$ cat src/rtl/hazard_pkg.sv
// Shared constants for the scoreboard-based hazard controller.
//   REG_W          width of a register code
//   REG_PC         register code of the program counter
//   ST_IDLE/FLUSH  flush sequencer state encodings
package hazard_pkg;

  localparam int unsigned REG_W = 4;
  localparam logic [REG_W-1:0] REG_PC = 4'hF;

  localparam logic ST_IDLE  = 1'b0;
  localparam logic ST_FLUSH = 1'b1;

  typedef enum logic {
    StIdle  = ST_IDLE,
    StFlush = ST_FLUSH
  } flush_state_e;

endpackage

$ cat src/rtl/hazard_sb_match.sv
// Combinational comparator of NUM_SRC source operands against a WB_DEPTH-entry
// pending-write scoreboard.
//   src_code_i  packed source codes, operand k at [4k+3:4k]
//   src_vld_i   per-operand valid
//   sb_vld_i    per-entry valid, entry 0 is the youngest
//   sb_code_i   packed entry codes, entry j at [4j+3:4j]
//   hit_o       per-operand hazard hit
//   fwd_sel_o   (HAZARD_FWD_EN only) per-operand 1+j of the youngest
//               matching entry with j>=1, 0 when none
// Build option HAZARD_FWD_EN: only sb[0] matches count as hits; older matches
// are reported as forward selects instead.
module hazard_sb_match
  import hazard_pkg::*;
#(
  parameter int unsigned WB_DEPTH = 2,
  parameter int unsigned NUM_SRC  = 3,
  parameter int unsigned FW       = 2
) (
  input  logic [REG_W*NUM_SRC-1:0]  src_code_i,
  input  logic [NUM_SRC-1:0]        src_vld_i,
  input  logic [WB_DEPTH-1:0]       sb_vld_i,
  input  logic [REG_W*WB_DEPTH-1:0] sb_code_i,
`ifdef HAZARD_FWD_EN
  output logic [NUM_SRC*FW-1:0]     fwd_sel_o,
`endif
  output logic [NUM_SRC-1:0]        hit_o
);

  always_comb begin
    hit_o = '0;
`ifdef HAZARD_FWD_EN
    fwd_sel_o = '0;
`endif
    for (int k = 0; k < int'(NUM_SRC); k++) begin
      // Walk oldest to youngest so the youngest match is the last one written.
      for (int j = int'(WB_DEPTH) - 1; j >= 0; j--) begin
        if (src_vld_i[k] && sb_vld_i[j] &&
            (src_code_i[k*REG_W +: REG_W] == sb_code_i[j*REG_W +: REG_W])) begin
`ifdef HAZARD_FWD_EN
          if (j == 0) hit_o[k] = 1'b1;
          else        fwd_sel_o[k*FW +: FW] = FW'(j + 1);
`else
          hit_o[k] = 1'b1;
`endif
        end
      end
    end
  end

endmodule

$ cat src/rtl/hazard_ctrl_sb.sv
// Pipeline hazard controller with a pending-write scoreboard, multi-cycle
// branch-flush sequencer, multiple hold requesters and IRQ deferral.
//   i_clk, i_rst_n    clock, synchronous active-low reset
//   i_irq_flag        IRQ request from EX
//   i_pc_en           PC write (branch taken)
//   i_ex_rd_vld/code  destination of the instruction entering write stages
//   i_src_code/vld    packed source operands and their valids
//   i_hold_req        hold requests
//   o_id_flush, o_ex_flush, o_bubble, o_pipelinehold, o_irq_take
//   o_fwd_sel         per-operand forward select (HAZARD_FWD_EN only)
// Build option HAZARD_FWD_EN adds forwarding from entries j>=1.
module hazard_ctrl_sb
  import hazard_pkg::*;
#(
  parameter int unsigned WB_DEPTH     = 2,
  parameter int unsigned NUM_SRC      = 3,
  parameter int unsigned NUM_HOLD     = 2,
  parameter int unsigned FLUSH_CYCLES = 1,
  localparam int unsigned FW          = $clog2(WB_DEPTH + 1)
) (
  input  logic                     i_clk,
  input  logic                     i_rst_n,
  input  logic                     i_irq_flag,
  input  logic                     i_pc_en,
  input  logic                     i_ex_rd_vld,
  input  logic [REG_W-1:0]         i_ex_rd_code,
  input  logic [REG_W*NUM_SRC-1:0] i_src_code,
  input  logic [NUM_SRC-1:0]       i_src_vld,
  input  logic [NUM_HOLD-1:0]      i_hold_req,
`ifdef HAZARD_FWD_EN
  output logic [NUM_SRC*FW-1:0]    o_fwd_sel,
`endif
  output logic                     o_id_flush,
  output logic                     o_ex_flush,
  output logic                     o_bubble,
  output logic                     o_pipelinehold,
  output logic                     o_irq_take
);

  localparam bit         UseSeq  = (FLUSH_CYCLES > 1);
  localparam logic [3:0] CntLoad = UseSeq ? 4'(FLUSH_CYCLES - 2) : 4'd0;

  logic [WB_DEPTH-1:0]       sb_vld_q, sb_vld_d;
  logic [REG_W*WB_DEPTH-1:0] sb_code_q, sb_code_d;
  flush_state_e              state_q;
  logic [3:0]                cnt_q;
  logic                      irq_pend_q;

  logic                      hold, flush_b, hazard_wb_b, hazard_data, irq_take, ex_flush;
  logic [NUM_SRC-1:0]        src_hit;
`ifdef HAZARD_FWD_EN
  logic [NUM_SRC*FW-1:0]     fwd_sel;
`endif

  hazard_sb_match #(
    .WB_DEPTH (WB_DEPTH),
    .NUM_SRC  (NUM_SRC),
    .FW       (FW)
  ) u_match (
    .src_code_i (i_src_code),
    .src_vld_i  (i_src_vld),
    .sb_vld_i   (sb_vld_q),
    .sb_code_i  (sb_code_q),
`ifdef HAZARD_FWD_EN
    .fwd_sel_o  (fwd_sel),
`endif
    .hit_o      (src_hit)
  );

  always_comb begin
    hazard_wb_b = 1'b0;
    for (int j = 0; j < int'(WB_DEPTH); j++) begin
      if (sb_vld_q[j] && (sb_code_q[j*REG_W +: REG_W] == REG_PC)) hazard_wb_b = 1'b1;
    end
  end

  assign hold        = |i_hold_req;
  assign hazard_data = |src_hit;
  assign flush_b     = i_pc_en | (state_q == StFlush);
  assign irq_take    = (i_irq_flag | irq_pend_q) & ~hold & ~flush_b;
  assign ex_flush    = flush_b | hazard_wb_b | hazard_data | irq_take | hold;

  // Outputs are forced low while reset is asserted so stray inputs never leak.
  assign o_id_flush     = i_rst_n & flush_b;
  assign o_ex_flush     = i_rst_n & ex_flush;
  assign o_bubble       = i_rst_n & hazard_data & ~flush_b;
  assign o_pipelinehold = i_rst_n & hold;
  assign o_irq_take     = i_rst_n & irq_take;
`ifdef HAZARD_FWD_EN
  assign o_fwd_sel      = i_rst_n ? fwd_sel : '0;
`endif

  // Scoreboard shift; a flushed instruction never becomes a pending write.
  always_comb begin
    sb_vld_d  = sb_vld_q;
    sb_code_d = sb_code_q;
    if (!hold) begin
      for (int j = int'(WB_DEPTH) - 1; j >= 1; j--) begin
        sb_vld_d[j]                 = sb_vld_q[j-1];
        sb_code_d[j*REG_W +: REG_W] = sb_code_q[(j-1)*REG_W +: REG_W];
      end
      sb_vld_d[0]          = i_ex_rd_vld & ~ex_flush;
      sb_code_d[REG_W-1:0] = i_ex_rd_code;
    end
  end

  always_ff @(posedge i_clk) begin
    if (!i_rst_n) begin
      sb_vld_q  <= '0;
      sb_code_q <= '0;
    end else begin
      sb_vld_q  <= sb_vld_d;
      sb_code_q <= sb_code_d;
    end
  end

  // Flush sequencer: cycle of the PC write plus FLUSH_CYCLES-1 more cycles.
  always_ff @(posedge i_clk) begin
    if (!i_rst_n) begin
      state_q <= StIdle;
      cnt_q   <= 4'd0;
    end else begin
      unique case (state_q)
        StIdle: begin
          if (i_pc_en && UseSeq) begin
            state_q <= StFlush;
            cnt_q   <= CntLoad;
          end
        end
        StFlush: begin
          if (i_pc_en)            cnt_q   <= CntLoad;
          else if (cnt_q == 4'd0) state_q <= StIdle;
          else                    cnt_q   <= cnt_q - 4'd1;
        end
        default: state_q <= StIdle;
      endcase
    end
  end

  always_ff @(posedge i_clk) begin
    if (!i_rst_n)                 irq_pend_q <= 1'b0;
    else if (irq_take)            irq_pend_q <= 1'b0;
    else if (i_irq_flag && hold)  irq_pend_q <= 1'b1;
  end

endmodule

$ cat config.mk
export PLATFORM = sky130hd
export DESIGN_NAME = hazard_ctrl_sb
export DESIGN_NICKNAME = d
export VERILOG_FILES = /design/src/rtl/hazard_pkg.sv /design/src/rtl/hazard_sb_match.sv /design/src/rtl/hazard_ctrl_sb.sv
export SDC_FILE = /design/constraint.sdc
export NUM_CORES = 1
export LEC_CHECK = 0
export BUFFER_PORTS_ARGS = -buffer_cell sky130_fd_sc_hd__buf_2
export CORE_UTILIZATION = 45
export DETAILED_ROUTE_END_ITERATION = 12
export GPL_ROUTABILITY_DRIVEN = 1
export GPL_TIMING_DRIVEN = 1
export HOLD_SLACK_MARGIN = 0.05
export PLACE_DENSITY = 0.72
export SLEW_MARGIN = 25
export SYNTH_ARGS = -nofsm -noshare
export SYNTH_HDL_FRONTEND = slang
export SYNTH_HIERARCHICAL = 1
export SYNTH_SLANG_ARGS = --single-unit
export TNS_END_PERCENT = 50
$ cat constraint.sdc
create_clock -name i_clk -period 2.29 [get_ports i_clk]
set_clock_uncertainty 0.2 [all_clocks]
set_input_delay 0.458 -clock i_clk [delete_from_list [all_inputs] [get_ports i_clk]]
set_output_delay 0.458 -clock i_clk [all_outputs]
set_load 0.01 [all_outputs]
==> metrics.csv <==
stage,metric,value,unit
sta,Final Hold Viols,0,
routing,drt first pass iters,4,
worst_hold_path,Hold Startpoint,i_ex_rd_code[3],
routing,Via Count,1129,
placement,Post-DP HPWL,2100,µm
worst_setup_path,Worst Setup End Kind,output port,
worst_setup_path,worst flop-to-flop path endpoint,sb_vld_q[0]$_SDFFE_PN0N_,
floorplan,I/O pin total,31,
routing,Routed Wire Length,2680,µm
global_route,M1 GR Usage,25.7,%
floorplan,Chip Width,50.6,µm
cells_and_area,share of cells above drive strength 1,37.0,%
cts,# H-tree levels,1,
floorplan,die area,2560,µm²
power_and_ir_drop,Pleak,0.641,nW
placement,GPL Wtd Cong,0.880,
sta,Final Worst Setup Slack,-0.285,ns
worst_setup_path,WP depth,7,
routing,antenna-violating nets left,0,
global_route,GRT overflow,0,
placement,Place WS,-0.231,ns
cts,hold_buf cts,0,
placement,Inst Count DP,203,
synth,"Net Count, Synth",163,
global_route,antenna violations before repair,0,
global_route,first-pass GRT wire length,4360,µm
worst_setup_path,worst r2r path cells,7,
worst_hold_path,worst hold path class,input port to flip-flop,
sta,final max-slew violation count,0,
global_route,gr busiest metal,met2,
cells_and_area,Layout Cells excl Fill,209,
synth,Synth Warn #,6,
cts,clock buffer depth,2,
synth,Cell variety after synth,34,
job,number of max-cap violations,0,
run_status,outcome,"finished, violations left",
synth,register area share after synthesis,30.2,%
cells_and_area,most frequent cells in the layout,"buf_2, nand2_1, buf_4",
floorplan,Core Footprint,2210,µm²
routing,routed len/inst,12.8,µm
worst_setup_path,CP Class,flip-flop to output port,
cells_and_area,final instance area,1410,µm²
worst_setup_path,data required time of the critical path,1.63,ns
worst_setup_path,Crit. Startpoint,sb_code_q[0]$_SDFFE_PN0N_,
sta,slew margin rel.,78.6,%
routing,Initial DRC Count,24,
synth,post-synthesis average cell area,7.80,µm²
worst_setup_path,"Arr. time, crit path",1.92,ns
cts,Num CTS Buffers,3,
cells_and_area,fill cell count,200,
sta,final setup vio count,2,
placement,Placed Area,1330,µm²
cells_and_area,Inserted Diodes,0,
worst_setup_path,slowest cell delay on critical path,0.39,ns
run_status,violated checks,setup timing,
cells_and_area,Syn-to-layout area delta,33.3,%
worst_setup_path,Buf/Inv on CP,2,
power_and_ir_drop,Power Density,420,nW/µm²
global_route,M3 GR Usage,2.12,%
floorplan,Die Ht,50.6,µm
sta,maximum clock rate,0.388,GHz
cts,CTS root buf,clkbuf_4,
worst_setup_path,FF-to-FF Start,sb_code_q[0]$_SDFFE_PN0N_,
worst_setup_path,crit-path cells,"buf_6, xor2_1, nor4_1, a21o_1, or3_4, o31a_1, buf_2",
worst_setup_path,"Max FO, Critical Path",4,
worst_setup_path,crit-path leading delay family,simple AND/OR/NAND/NOR gates,
global_route,via count of the first global-routing pass,1052,
global_route,routing usage on met2,42.9,%
sta,Final Critical Period,2.57,ns
sta,RSZ-0062 raised after global routing,yes,
cts,"CTS clk-pin slew, worst paths",0.10,ns
synth,"flops & latches, synth",16,
worst_hold_path,Hold Path Stages,3,
cells_and_area,"most common cell after layout, fill and taps aside",buf_2,
sta,worst slew pin tran,0.320,ns
worst_setup_path,slowest CP cell,or3_4,
synth,Mapped Area,1060,µm²
worst_setup_path,startpoint types,flip-flop,
global_route,largest net degree at the start of global routing,23,
routing,vias per inst,5.40,
power_and_ir_drop,Peak VDD IR,318,µV
worst_setup_path,R2R Setup Slk,0.32,ns
floorplan,Initial Utilization,48.0,%
synth,Post-Synthesis Cells,136,
worst_hold_path,WHS Endpoint,sb_code_q[3]$_SDFFE_PN0N_,
placement,I/O Buffers,30,
cts,CTS sink cnt,16,
cells_and_area,Final #Nets,209,
routing,# DRC,0,
floorplan,Cell Rows,17,
sta,period utilization,112,%
sta,Fin Hold WS,0.205,ns
global_route,Total GRT Usage,22.6,%
cts,CTS tree,built,
cts,clk_lat worst skew,0.28,ns
==> per-layer routing <==
metal,share of wire [%],vias up
li1,-,568
met1,41,530
met2,54,29
met3,4.4,2
met4,0.37,0
met5,0,-
==> synth_stat cells, drive strengths merged <==
cell type | count | area, µm²
a21boi | 12 | 90.1
a21o | 2 | 15.0
a222oi | 2 | 20.0
and2 | 1 | 6.26
and3 | 2 | 12.5
and4b | 1 | 10.0
clkbuf | 4 | 15.0
dfxtp | 16 | 320
ha | 1 | 12.5
inv | 9 | 33.8
mux2i | 3 | 30.0
nand2 | 28 | 108
nand2b | 1 | 6.26
nand3 | 8 | 45.0
nand4 | 3 | 18.8
nor2 | 5 | 18.8
nor2b | 1 | 6.26
nor3 | 4 | 20.0
nor4 | 2 | 12.5
o211ai | 2 | 15.0
o21ai | 2 | 10.0
o22ai | 3 | 18.8
o31a | 1 | 8.76
o31ai | 1 | 7.51
o41ai | 1 | 16.3
or2 | 1 | 6.26
or3 | 1 | 6.26
or4b | 1 | 13.8
xnor2 | 7 | 61.3
xor2 | 11 | 96.3
==> through the flow <==
step / utilization (%) / TNS [ns] / power (mW)
2_1_floorplan: - / 0 / 0.352
3_3_place_gp: 60.1 / -0.312 / 0.403
3_5_place_dp: 60.1 / -0.362 / 0.408
4_1_cts: 63.2 / -0.520 / 0.599
5_1_grt: 63.9 / -0.603 / 0.626
6_report: 63.9 / -0.506 / 0.594
==> logic make-up after synthesis <==
group                    Yosys count  share of synthesized area (%)
multiplexers                       3                           2.83
AND/OR/NAND/NOR                   59                           27.4
flip-flops                        16                           30.2
buffers and inverters             13                           4.60
AO/OA/AOI/OAI                     26                           19.0
adder cells (fa/ha/maj)            1                           1.18
XOR/XNOR                          18                           14.9
==> how the worst max path moves through the flow <==
stage | endpoint | slack (ns)
2_1_floorplan | o_ex_flush | 0.06
3_3_place_gp | o_ex_flush | -0.20
3_5_place_dp | o_ex_flush | -0.23
4_1_cts | o_ex_flush | -0.29
5_1_grt | o_ex_flush | -0.33
6_report | o_ex_flush | -0.28
==> sequential cells by signal (all words and copies together) (netlist names) <==
register and flops:
cnt_q 4, sb_code_q 8, state_q 1, irq_pend_q 1
sb_vld_q 2
==> power breakdown <==
| group | internal [mW] | leakage [nW] | total, mW | switching, mW |
|---|---|---|---|---|
| Clock | 0.0967 | 0.0210 | 0.189 | 0.0920 |
| Combinational | 0.0567 | 0.487 | 0.112 | 0.0558 |
| Sequential | 0.284 | 0.134 | 0.293 | 0.00859 |
| Total | 0.438 | 0.641 | 0.594 | 0.156 |
==> layout make-up <==
type	count	area (µm²)	share of cell area, %
inverters	9	33.8	2.39
well taps	28	35.0	2.48
repair buffers	45	267	18.8
flip-flops and latches	16	333	23.5
clock buffers	4	36.3	2.57
multi-input cells	107	709	50.2
==> tightest hold or removal path, cell delays in order <==
cell and delay, ns:
buf_2 0.09, nand2_1 0.04, a21boi_0 0.06
==> what timing repair did <==
item,in CTS,in global routing
setup buffers,1,1
endpoints found under the setup margin,2,2
pin swaps,4,1
resized for setup,11,3
No activity file was read; power rests on OpenSTA's default activity.
